==> config.mk <==
export PLATFORM = sky130hd
export DESIGN_NAME = alu_cmd_seq_flat
export DESIGN_NICKNAME = d
export VERILOG_FILES = /design/src/rtl/alu_cmd_seq_if.sv /design/src/rtl/alu_cmd_seq.sv /design/src/flat_wrapper.sv
export SDC_FILE = /design/constraint.sdc
export NUM_CORES = 1
export LEC_CHECK = 0
export CAP_MARGIN = 30
export CORE_ASPECT_RATIO = 1.4
export CORE_MARGIN = 5
export CORE_UTILIZATION = 47
export CTS_CLUSTER_SIZE = 14
export DETAILED_ROUTE_END_ITERATION = 8
export MAX_ROUTING_LAYER = met4
export PLACE_DENSITY = 0.87
export SYNTH_ARGS = -nofsm -noshare
export SYNTH_HDL_FRONTEND = slang
export SYNTH_SLANG_ARGS = --single-unit
==> constraint.sdc <==
create_clock -name i_CLK -period 5 [get_ports i_CLK]
set_clock_uncertainty 0.2 [all_clocks]
set_input_delay 0.75 -clock i_CLK [delete_from_list [all_inputs] [get_ports i_CLK]]
set_output_delay 0.75 -clock i_CLK [all_outputs]
set_load 0.05 [all_outputs]
==> src/rtl/alu_cmd_seq_if.sv <==
// Bus bundle for alu_cmd_seq: RX byte stream, register-file write port,
// ALU control/result and TX FIFO write side.
interface alu_cmd_seq_if #(
    parameter int DATA_WIDTH    = 8,
    parameter int ADDR_WIDTH    = 4,
    parameter int ALU_FUN_WIDTH = 4
);
    logic [DATA_WIDTH-1:0]    i_RX_P_DATA;
    logic                     i_RX_D_VLD;
    logic [2*DATA_WIDTH-1:0]  i_ALU_OUT;
    logic                     i_OUT_Valid;
    logic                     i_FIFO_FULL;
    logic                     o_WrEn;
    logic [ADDR_WIDTH-1:0]    o_Address;
    logic [DATA_WIDTH-1:0]    o_WrData;
    logic [ALU_FUN_WIDTH-1:0] o_ALU_FUN;
    logic                     o_ALU_EN;
    logic                     o_CLK_EN;
    logic [DATA_WIDTH-1:0]    o_FIFO_DATA;
    logic                     o_WR_INC;
    logic                     o_busy;
    logic                     o_err;

    modport master (
        output i_RX_P_DATA, i_RX_D_VLD, i_ALU_OUT, i_OUT_Valid, i_FIFO_FULL,
        input  o_WrEn, o_Address, o_WrData, o_ALU_FUN, o_ALU_EN, o_CLK_EN,
               o_FIFO_DATA, o_WR_INC, o_busy, o_err
    );

    modport slave (
        input  i_RX_P_DATA, i_RX_D_VLD, i_ALU_OUT, i_OUT_Valid, i_FIFO_FULL,
        output o_WrEn, o_Address, o_WrData, o_ALU_FUN, o_ALU_EN, o_CLK_EN,
               o_FIFO_DATA, o_WR_INC, o_busy, o_err
    );
endinterface

==> src/rtl/alu_cmd_seq.sv <==
// ALU command sequencer: decodes 0xCC/0xDD from the RX stream, loads operands,
// runs the ALU and pushes the 16-bit result to the TX FIFO. Optional ALU_TIMEOUT_EN.
module alu_cmd_seq #(
    parameter int DATA_WIDTH     = 8,
    parameter int ADDR_WIDTH     = 4,
    parameter int ALU_FUN_WIDTH  = 4,
    parameter int TIMEOUT_CYCLES = 16
) (
    input logic          i_CLK,
    input logic          i_RST,
    alu_cmd_seq_if.slave bus
);
    localparam logic [DATA_WIDTH-1:0] CMD_OPS  = DATA_WIDTH'(8'hCC);
    localparam logic [DATA_WIDTH-1:0] CMD_NOPS = DATA_WIDTH'(8'hDD);

    typedef enum logic [3:0] {
        IDLE     = 4'd0,
        OPA      = 4'd1,
        OPA_WR   = 4'd2,
        OPB      = 4'd3,
        OPB_WR   = 4'd4,
        FUN      = 4'd5,
        ALU_EXEC = 4'd6,
        FIFO_LO  = 4'd7,
        FIFO_HI  = 4'd8
    } state_t;

    state_t                    state_r;
    state_t                    state_nx_s;
    logic [DATA_WIDTH-1:0]     data_r;
    logic [ALU_FUN_WIDTH-1:0]  fun_r;
    logic [2*DATA_WIDTH-1:0]   res_r;
    logic                      timeout_s;

`ifdef ALU_TIMEOUT_EN
    localparam int CNT_W = $clog2(TIMEOUT_CYCLES + 1) + 1;
    logic [CNT_W-1:0] cnt_r;
    logic             err_r;

    assign timeout_s = (state_r == ALU_EXEC) && (cnt_r == CNT_W'(TIMEOUT_CYCLES - 1));

    // Wait counter runs only while in ALU_EXEC; error flag is a one-cycle pulse
    always_ff @(posedge i_CLK) begin
        if (i_RST) begin
            cnt_r <= '0;
            err_r <= 1'b0;
        end else begin
            cnt_r <= (state_r == ALU_EXEC) ? cnt_r + CNT_W'(1) : '0;
            err_r <= timeout_s && !bus.i_OUT_Valid;
        end
    end

    assign bus.o_err = err_r;
`else
    assign timeout_s = 1'b0;
    assign bus.o_err = 1'b0;
`endif

    // State register and data capture
    always_ff @(posedge i_CLK) begin
        if (i_RST) begin
            state_r <= IDLE;
            data_r  <= '0;
            fun_r   <= '0;
            res_r   <= '0;
        end else begin
            state_r <= state_nx_s;
            if (((state_r == OPA) || (state_r == OPB)) && bus.i_RX_D_VLD) begin
                data_r <= bus.i_RX_P_DATA;
            end
            if ((state_r == FUN) && bus.i_RX_D_VLD) begin
                fun_r <= bus.i_RX_P_DATA[ALU_FUN_WIDTH-1:0];
            end
            if ((state_r == ALU_EXEC) && bus.i_OUT_Valid) begin
                res_r <= bus.i_ALU_OUT;
            end
        end
    end

    // Next-state decode
    always_comb begin
        state_nx_s = state_r;
        case (state_r)
            IDLE: begin
                if (bus.i_RX_D_VLD && (bus.i_RX_P_DATA == CMD_OPS)) begin
                    state_nx_s = OPA;
                end else if (bus.i_RX_D_VLD && (bus.i_RX_P_DATA == CMD_NOPS)) begin
                    state_nx_s = FUN;
                end else begin
                    state_nx_s = IDLE;
                end
            end
            OPA:      state_nx_s = bus.i_RX_D_VLD ? OPA_WR : OPA;
            OPA_WR:   state_nx_s = OPB;
            OPB:      state_nx_s = bus.i_RX_D_VLD ? OPB_WR : OPB;
            OPB_WR:   state_nx_s = FUN;
            FUN:      state_nx_s = bus.i_RX_D_VLD ? ALU_EXEC : FUN;
            ALU_EXEC: begin
                // A result arriving on the expiry cycle takes priority over the timeout
                if (bus.i_OUT_Valid) begin
                    state_nx_s = FIFO_LO;
                end else if (timeout_s) begin
                    state_nx_s = IDLE;
                end else begin
                    state_nx_s = ALU_EXEC;
                end
            end
            FIFO_LO:  state_nx_s = bus.i_FIFO_FULL ? FIFO_LO : FIFO_HI;
            FIFO_HI:  state_nx_s = bus.i_FIFO_FULL ? FIFO_HI : IDLE;
            default:  state_nx_s = IDLE;
        endcase
    end

    // Moore output decode; the FIFO strobe is additionally gated by FIFO full
    always_comb begin
        bus.o_WrEn      = 1'b0;
        bus.o_Address   = '0;
        bus.o_WrData    = '0;
        bus.o_ALU_EN    = 1'b0;
        bus.o_CLK_EN    = 1'b0;
        bus.o_FIFO_DATA = '0;
        bus.o_WR_INC    = 1'b0;
        case (state_r)
            OPA_WR: begin
                bus.o_WrEn   = 1'b1;
                bus.o_WrData = data_r;
            end
            OPB_WR: begin
                bus.o_WrEn    = 1'b1;
                bus.o_Address = ADDR_WIDTH'(1);
                bus.o_WrData  = data_r;
            end
            FUN: bus.o_CLK_EN = 1'b1;
            ALU_EXEC: begin
                bus.o_ALU_EN = 1'b1;
                bus.o_CLK_EN = 1'b1;
            end
            FIFO_LO: begin
                bus.o_FIFO_DATA = res_r[DATA_WIDTH-1:0];
                bus.o_WR_INC    = ~bus.i_FIFO_FULL;
            end
            FIFO_HI: begin
                bus.o_FIFO_DATA = res_r[2*DATA_WIDTH-1:DATA_WIDTH];
                bus.o_WR_INC    = ~bus.i_FIFO_FULL;
            end
            default: ;
        endcase
    end

    assign bus.o_ALU_FUN = fun_r;
    assign bus.o_busy    = (state_r != IDLE);
endmodule

==> src/flat_wrapper.sv <==
// flat-port wrapper written by rule: the top's interface ports become plain ports
module alu_cmd_seq_flat 
#(
    parameter int DATA_WIDTH     = 8,
    parameter int ADDR_WIDTH     = 4,
    parameter int ALU_FUN_WIDTH  = 4,
    parameter int TIMEOUT_CYCLES = 16
)
  (i_CLK, i_RST, bus_i_RX_P_DATA, bus_i_RX_D_VLD, bus_i_ALU_OUT, bus_i_OUT_Valid, bus_i_FIFO_FULL, bus_o_WrEn, bus_o_Address, bus_o_WrData, bus_o_ALU_FUN, bus_o_ALU_EN, bus_o_CLK_EN, bus_o_FIFO_DATA, bus_o_WR_INC, bus_o_busy, bus_o_err);
  alu_cmd_seq_if #(.DATA_WIDTH(DATA_WIDTH), .ADDR_WIDTH(ADDR_WIDTH), .ALU_FUN_WIDTH(ALU_FUN_WIDTH)) bus_i ();
  input logic i_CLK;
  input logic i_RST;
  input wire logic [$bits(bus_i.i_RX_P_DATA)-1:0] bus_i_RX_P_DATA;
  input wire logic [$bits(bus_i.i_RX_D_VLD)-1:0] bus_i_RX_D_VLD;
  input wire logic [$bits(bus_i.i_ALU_OUT)-1:0] bus_i_ALU_OUT;
  input wire logic [$bits(bus_i.i_OUT_Valid)-1:0] bus_i_OUT_Valid;
  input wire logic [$bits(bus_i.i_FIFO_FULL)-1:0] bus_i_FIFO_FULL;
  output wire logic [$bits(bus_i.o_WrEn)-1:0] bus_o_WrEn;
  output wire logic [$bits(bus_i.o_Address)-1:0] bus_o_Address;
  output wire logic [$bits(bus_i.o_WrData)-1:0] bus_o_WrData;
  output wire logic [$bits(bus_i.o_ALU_FUN)-1:0] bus_o_ALU_FUN;
  output wire logic [$bits(bus_i.o_ALU_EN)-1:0] bus_o_ALU_EN;
  output wire logic [$bits(bus_i.o_CLK_EN)-1:0] bus_o_CLK_EN;
  output wire logic [$bits(bus_i.o_FIFO_DATA)-1:0] bus_o_FIFO_DATA;
  output wire logic [$bits(bus_i.o_WR_INC)-1:0] bus_o_WR_INC;
  output wire logic [$bits(bus_i.o_busy)-1:0] bus_o_busy;
  output wire logic [$bits(bus_i.o_err)-1:0] bus_o_err;
  assign bus_i.i_RX_P_DATA = bus_i_RX_P_DATA;
  assign bus_i.i_RX_D_VLD = bus_i_RX_D_VLD;
  assign bus_i.i_ALU_OUT = bus_i_ALU_OUT;
  assign bus_i.i_OUT_Valid = bus_i_OUT_Valid;
  assign bus_i.i_FIFO_FULL = bus_i_FIFO_FULL;
  assign bus_o_WrEn = bus_i.o_WrEn;
  assign bus_o_Address = bus_i.o_Address;
  assign bus_o_WrData = bus_i.o_WrData;
  assign bus_o_ALU_FUN = bus_i.o_ALU_FUN;
  assign bus_o_ALU_EN = bus_i.o_ALU_EN;
  assign bus_o_CLK_EN = bus_i.o_CLK_EN;
  assign bus_o_FIFO_DATA = bus_i.o_FIFO_DATA;
  assign bus_o_WR_INC = bus_i.o_WR_INC;
  assign bus_o_busy = bus_i.o_busy;
  assign bus_o_err = bus_i.o_err;
  alu_cmd_seq #(.DATA_WIDTH(DATA_WIDTH), .ADDR_WIDTH(ADDR_WIDTH), .ALU_FUN_WIDTH(ALU_FUN_WIDTH), .TIMEOUT_CYCLES(TIMEOUT_CYCLES)) u_core (.i_CLK(i_CLK), .i_RST(i_RST), .bus(bus_i));
endmodule
==> results.ini, run 1 <==
[hold_path]
hold_depth=2
min_to=u_core.res_r[10]
hp-class=reg -> reg
worstHoldStart=u_core.res_r[10]

[critical_path]
start_kind=flop
cpMaxStageDelayCell=clkdlybuf4s50_1
r2r-end=u_core.res_r[0]
r2r-start=u_core.state_r[2]
crit_fanout=10
path_class=reg -> out
cpPeakStageDelay_ns=0.80
r2r_setup_slack_ns=2.84
path_cells=xnor2_1 > nor3_1 > and2_1 > clkdlybuf4s50_1
reg2reg_depth=4
required_ns=4.05
crit_arrival_ns=2.55
end_kind=output port

[floorplan]
dieHeight_um=78.3
io_pins=59
num_rows=24
start_util_pct=49.6
core_area_um2=3150
die_width_um=58.8
dieArea_um2=4600

[yosys]
synth_edf_count=0
synthCells=182
ys_seq_elements=32
yosys_most_used_dff=dfxtp_1
postSynth.asyncResetShare_pct=0
syn_area_per_cell_um2=8.59
synth_area_um2=1560
synth_warnings=0
ys_seq_area_share_pct=41.0
ys_types=33

[grt]
grt_pass1_vias=1419
overflow=0
grt_use_total_pct=18.6
grt_max_degree=19
grt_pass1_wl_mm=6.41
antenna_found_initial=0

[clock_tree]
numCtsBuffers=5
ctsHtreeMaxLevel=2
cts-root-buf=clkbuf_8
clock_sinks=32
clk-insertion-delay-late_ns=0.29
cts_tree=done
cts.clk_slew.worst_paths_ns=0.06
post_cts_resized=0
postCtsSetupRepairBufs=0
cts_buffer_depth=2
holdBufCountCts=0

[finish]
layout_common_cells=54 x clkdlybuf4s50_1, 32 x dfxtp_1, 21 x nand2_1
final_common_cell=clkdlybuf4s50_1
diodes=0
nFillCells=270
drive_gt1_share_pct=6.52
area_delta_synth_final_pct=38.6
fin_nets=259

[timing]
drv_slew=0
setup_tns_ns=0
setup_viol=0
finalCritPeriodShare_pct=70.0
worst_pin_slew_ns=0.770
layout_min_cycle_time_ns=3.50
hold_viol=0
rsz0062_at_grt=false
fmax_mhz=286
relSlewSlack_pct=48.3

[route]
wl_mm=3.87
wl_met1_mm=1.55
drc=0
vias_per_cell=5.22
num_vias=1405
dr_wl_met3_um=237
top_layer=met4
wl_met2_mm=2.03
drt.antenna.violating_nets=0
drt_iter0_drc=16
wl_per_cell_um=14.4
drt_first_pass_iters=4

[power]
p_total_uw=521
p_leak_nw=0.754
power_density_nw_per_um2=240
ir_worst_vdd_v=0.000267

[placement]
port_buffers=54
finalWeightedCongestion=0.779
dp_hpwl_mm=2.83

[run]
maxCapViolations=0

[outcome]
status=completed

[report_power, final]
part           internal (mW)  switching (mW)  leakage (nW)  total [mW]
sequential             0.256         0.00101         0.258       0.257
clock                  0.122          0.0938        0.0503       0.216
combinational         0.0248          0.0234         0.446      0.0483
[metal layers]
| metal | GRT usage [%] | up-vias |
|---|---|---|
| li1 | - | 710 |
| met1 | 21.0 | 650 |
| met2 | 29.8 | 38 |
| met3 | 7.39 | 7 |
| met4 | 5.90 | 0 |
| met5 | - | - |
[metrics by stage]
step	setup WS (ns)	hold WS [ns]	cell area [um^2]	cells	util (%)
2_1_floorplan	1.61	0.236	1580	185	-
6_report	1.50	0.262	2170	269	68.7
3_5_place_dp	1.78	0.252	2070	262	65.7
4_1_cts	1.48	0.260	2170	269	68.7
5_1_grt	1.31	0.283	2170	269	68.7
3_3_place_gp	1.80	0.243	2060	261	65.2
[worst max path at each step]
stage	start	end	slack (ns)	depth (start not counted)
after floorplan	u_core.state_r[2]	bus_o_WrData[0]	1.61	4
after global placement	u_core.state_r[2]	bus_o_FIFO_DATA[1]	1.80	4
after detailed placement	u_core.state_r[2]	bus_o_FIFO_DATA[4]	1.78	4
after CTS	u_core.state_r[2]	bus_o_WrData[6]	1.48	4
after global routing	u_core.state_r[2]	bus_o_WrData[4]	1.31	4
final	u_core.state_r[2]	bus_o_WrData[6]	1.50	4
[layout make-up]
cell class | instances | area (um^2) | share of cell area, %
repair buffers | 55 | 556 | 25.6
flip-flops and latches | 32 | 641 | 29.6
multi-input cells | 134 | 818 | 37.8
well taps | 39 | 48.8 | 2.25
inverters | 2 | 7.51 | 0.346
clock buffers | 7 | 96.3 | 4.45
[cells by family (layout without fill, tap and decap cells)]
group                  Yosys count  after routing  share of synthesized area (%)
XOR/XNOR                         3              3                           1.68
AND/OR/NAND/NOR                 80             80                           27.5
other                            1              4                          0.240
buffers and inverters           19             64                           7.44
multiplexers                    13             13                           8.32
flip-flops                      32             32                           41.0
AO/OA/AOI/OAI                   34             34                           13.8
[cell usage after synthesis (2+ instances only)]
cell type  count  share of area, %
a21o_1         2              0.96
a21oi_1       19               6.1
a22o_1         8               4.5
and2_1         8               3.2
buf_2          3              0.96
buf_4          7               3.4
buf_6          2               1.4
clkbuf_1       5               1.2
dfxtp_1       32                41
inv_1          2              0.48
mux2i_1       13               8.3
nand2_1       21               5.0
nand2b_1       2              0.80
nand3_1       17               5.4
nor2_1        17               4.1
nor2b_1        2              0.80
nor3_1         2              0.64
nor3_4         2               2.1
o21ai_0        2              0.64
xnor2_1        3               1.7
[sequential cells by signal, summed over array words and instances (netlist names)]
signal and count:
u_core.data_r 8, u_core.state_r 4, u_core.res_r 16, u_core.bus.o_ALU_FUN 4
[worst max-delay path, delay by kind of cell, from the launching register on]
| kind | cells | cell delay (ns) |
|---|---|---|
| XOR/XNOR | 1 | 0.10 |
| flip-flops | 1 | 0.54 |
| buffers and inverters | 1 | 0.80 |
| AND/OR/NAND/NOR | 2 | 0.83 |
Power figures use the tool's default switching activity.
==> inputs of run 2 (changes only) <==
CORE_UTILIZATION = 44   (was 47)
PLACE_DENSITY = 0.82   (was 0.87)
clock period = 3.4 ns   (was 5 ns; I/O delays follow)
==> run 2 against run 1 <==
  * Flip-flop and latch count stayed put
  * Final area is 0.87% higher
  * First-iteration DRC count grew to 2.5 times the previous value
  * Highest routed layer unchanged
==> results.ini, run 2 (synthesized netlist as in run 1, its figures left out) <==
[timing]
rsz0062_at_grt=false
layout_min_cycle_time_ns=3.13
relSlewSlack_pct=62.1
setup_tns_ns=0
drv_slew=0
finalCritPeriodShare_pct=92.2
worst_pin_slew_ns=0.555
setup_viol=0
hold_viol=0
fmax_mhz=319

[finish]
drive_gt1_share_pct=8.97
reg.largest.list=u_core.res_r: 16 flops, u_core.data_r: 8 flops
final_common_cell=clkdlybuf4s50_1
largest-register=u_core.res_r
multi_input_area_um2=818
regArea_um2=641
area_delta_synth_final_pct=39.8
fin_nets=263
nFillCells=294
largest_reg_flops=16
diodes=0
layout_common_cells=52 x clkdlybuf4s50_1, 32 x dfxtp_1, 21 x nand2_1
finalCoreUtilization_pct=64.1

[route]
wl_mm=4.02
drt_iter0_drc=40
num_vias=1417
dr_wl_met3_um=165
wl_met1_mm=1.58
wl_per_cell_um=14.7
drt_first_pass_iters=4
wl_met2_mm=2.18
top_layer=met4
vias_per_cell=5.17
drt.antenna.violating_nets=0
drc=0

[critical_path]
crit_arrival_ns=2.42
r2r_setup_slack_ns=1.52
cp-startpoint=u_core.state_r[1]
reg2reg_depth=5
path_class=reg -> out
r2r-start=u_core.state_r[2]
cp-endpoint=bus_o_FIFO_DATA[4]
end_kind=output port
start_kind=flop
r2r-end=u_core.res_r[7]
crit_fanout=10
required_ns=2.69

[power]
p_seq_share_pct=49.8
swShare_pct=21.8
power_density_nw_per_um2=346
ir_worst_vdd_v=0.000316
clkPwrFrac_pct=40.7
combPwrFrac_pct=9.5
internal_power_uw=593
p_leak_nw=0.777
p_sw_uw=165

[clock_tree]
postCtsSetupRepairBufs=0
cts-root-buf=clkbuf_8
cts.clk_slew.worst_paths_ns=0.06
cts_tree=done
ctsHtreeMaxLevel=2
numCtsBuffers=5
post_cts_resized=0
clock_sinks=32
cts_buffer_depth=2
holdBufCountCts=0
clk-insertion-delay-late_ns=0.28

[placement]
dp_hpwl_mm=3.00
finalWeightedCongestion=0.810
port_buffers=54

[grt]
grt_max_degree=31
grt_use_total_pct=18.8
antenna_found_initial=0
overflow=0
grt_pass1_vias=1387
grt_pass1_wl_mm=6.56

[floorplan]
dieHeight_um=80.5
core_area_um2=3410
num_rows=25
io_pins=59
die_width_um=60.4
dieArea_um2=4860
start_util_pct=45.9

[outcome]
status=completed

[run]
maxCapViolations=0

[hold_path]
hp-class=reg -> reg

[run 2: cell count changes in the layout (fill, tap and decap cells not counted)]
cell / change
buf_8: -1
buf_4: +7
clkdlybuf4s50_1: -2
[run 2: worst max-delay path: stages, from the launching register on]
cell and delay (ns):
dfxtp_1 0.41, or3_4 0.47, nor2_4 0.25, a22o_1 0.21, clkdlybuf4s50_1 0.80
[run 2: per-layer routing]
metal  vias to the layer above  track usage (%)
met5                         -                -
met4                         0             8.65
met3                         8             3.86
met2                        36             31.4
met1                       656             21.0
li1                        717                -
[run 2: worst min path at each step]
stage	slack, ns	to	cells after the start	startpoint
3_3_place_gp	0.25	u_core.res_r[6]	2	u_core.res_r[6]
3_5_place_dp	0.25	u_core.res_r[6]	2	u_core.res_r[6]
5_1_grt	0.28	u_core.res_r[12]	2	u_core.res_r[12]
2_1_floorplan	0.24	u_core.res_r[0]	2	u_core.res_r[0]
4_1_cts	0.26	u_core.res_r[6]	2	u_core.res_r[6]
6_report	0.26	u_core.res_r[6]	2	u_core.res_r[6]
[run 2: final cells by class]
| cell class | instances | share of cell area, % |
|---|---|---|
| inverters | 2 | 0.343 |
| well taps | 40 | 2.29 |
| flip-flops and latches | 32 | 29.3 |
| repair buffers | 59 | 26.2 |
| multi-input cells | 134 | 37.4 |
| clock buffers | 7 | 4.41 |
[run 2: per-stage QoR]
stage	std cells	total power, mW	instance area, um^2	setup WS, ns	hold slack (ns)
after floorplan	185	0.420	1580	0.249	0.236
after global placement	267	0.457	2090	0.618	0.247
after detailed placement	267	0.457	2090	0.584	0.250
after CTS	274	0.766	2190	0.256	0.258
after global routing	274	0.789	2190	0.118	0.275
final	274	0.757	2190	0.265	0.256
[run 2: power groups by stage]
stage / Sequential (mW) / Clock, mW / Combinational (mW)
after floorplan: 0.385 / 0 / 0.0350
after global placement: 0.386 / 0 / 0.0710
after detailed placement: 0.386 / 0 / 0.0716
after CTS: 0.377 / 0.316 / 0.0719
after global routing: 0.377 / 0.336 / 0.0755
final: 0.377 / 0.308 / 0.0717
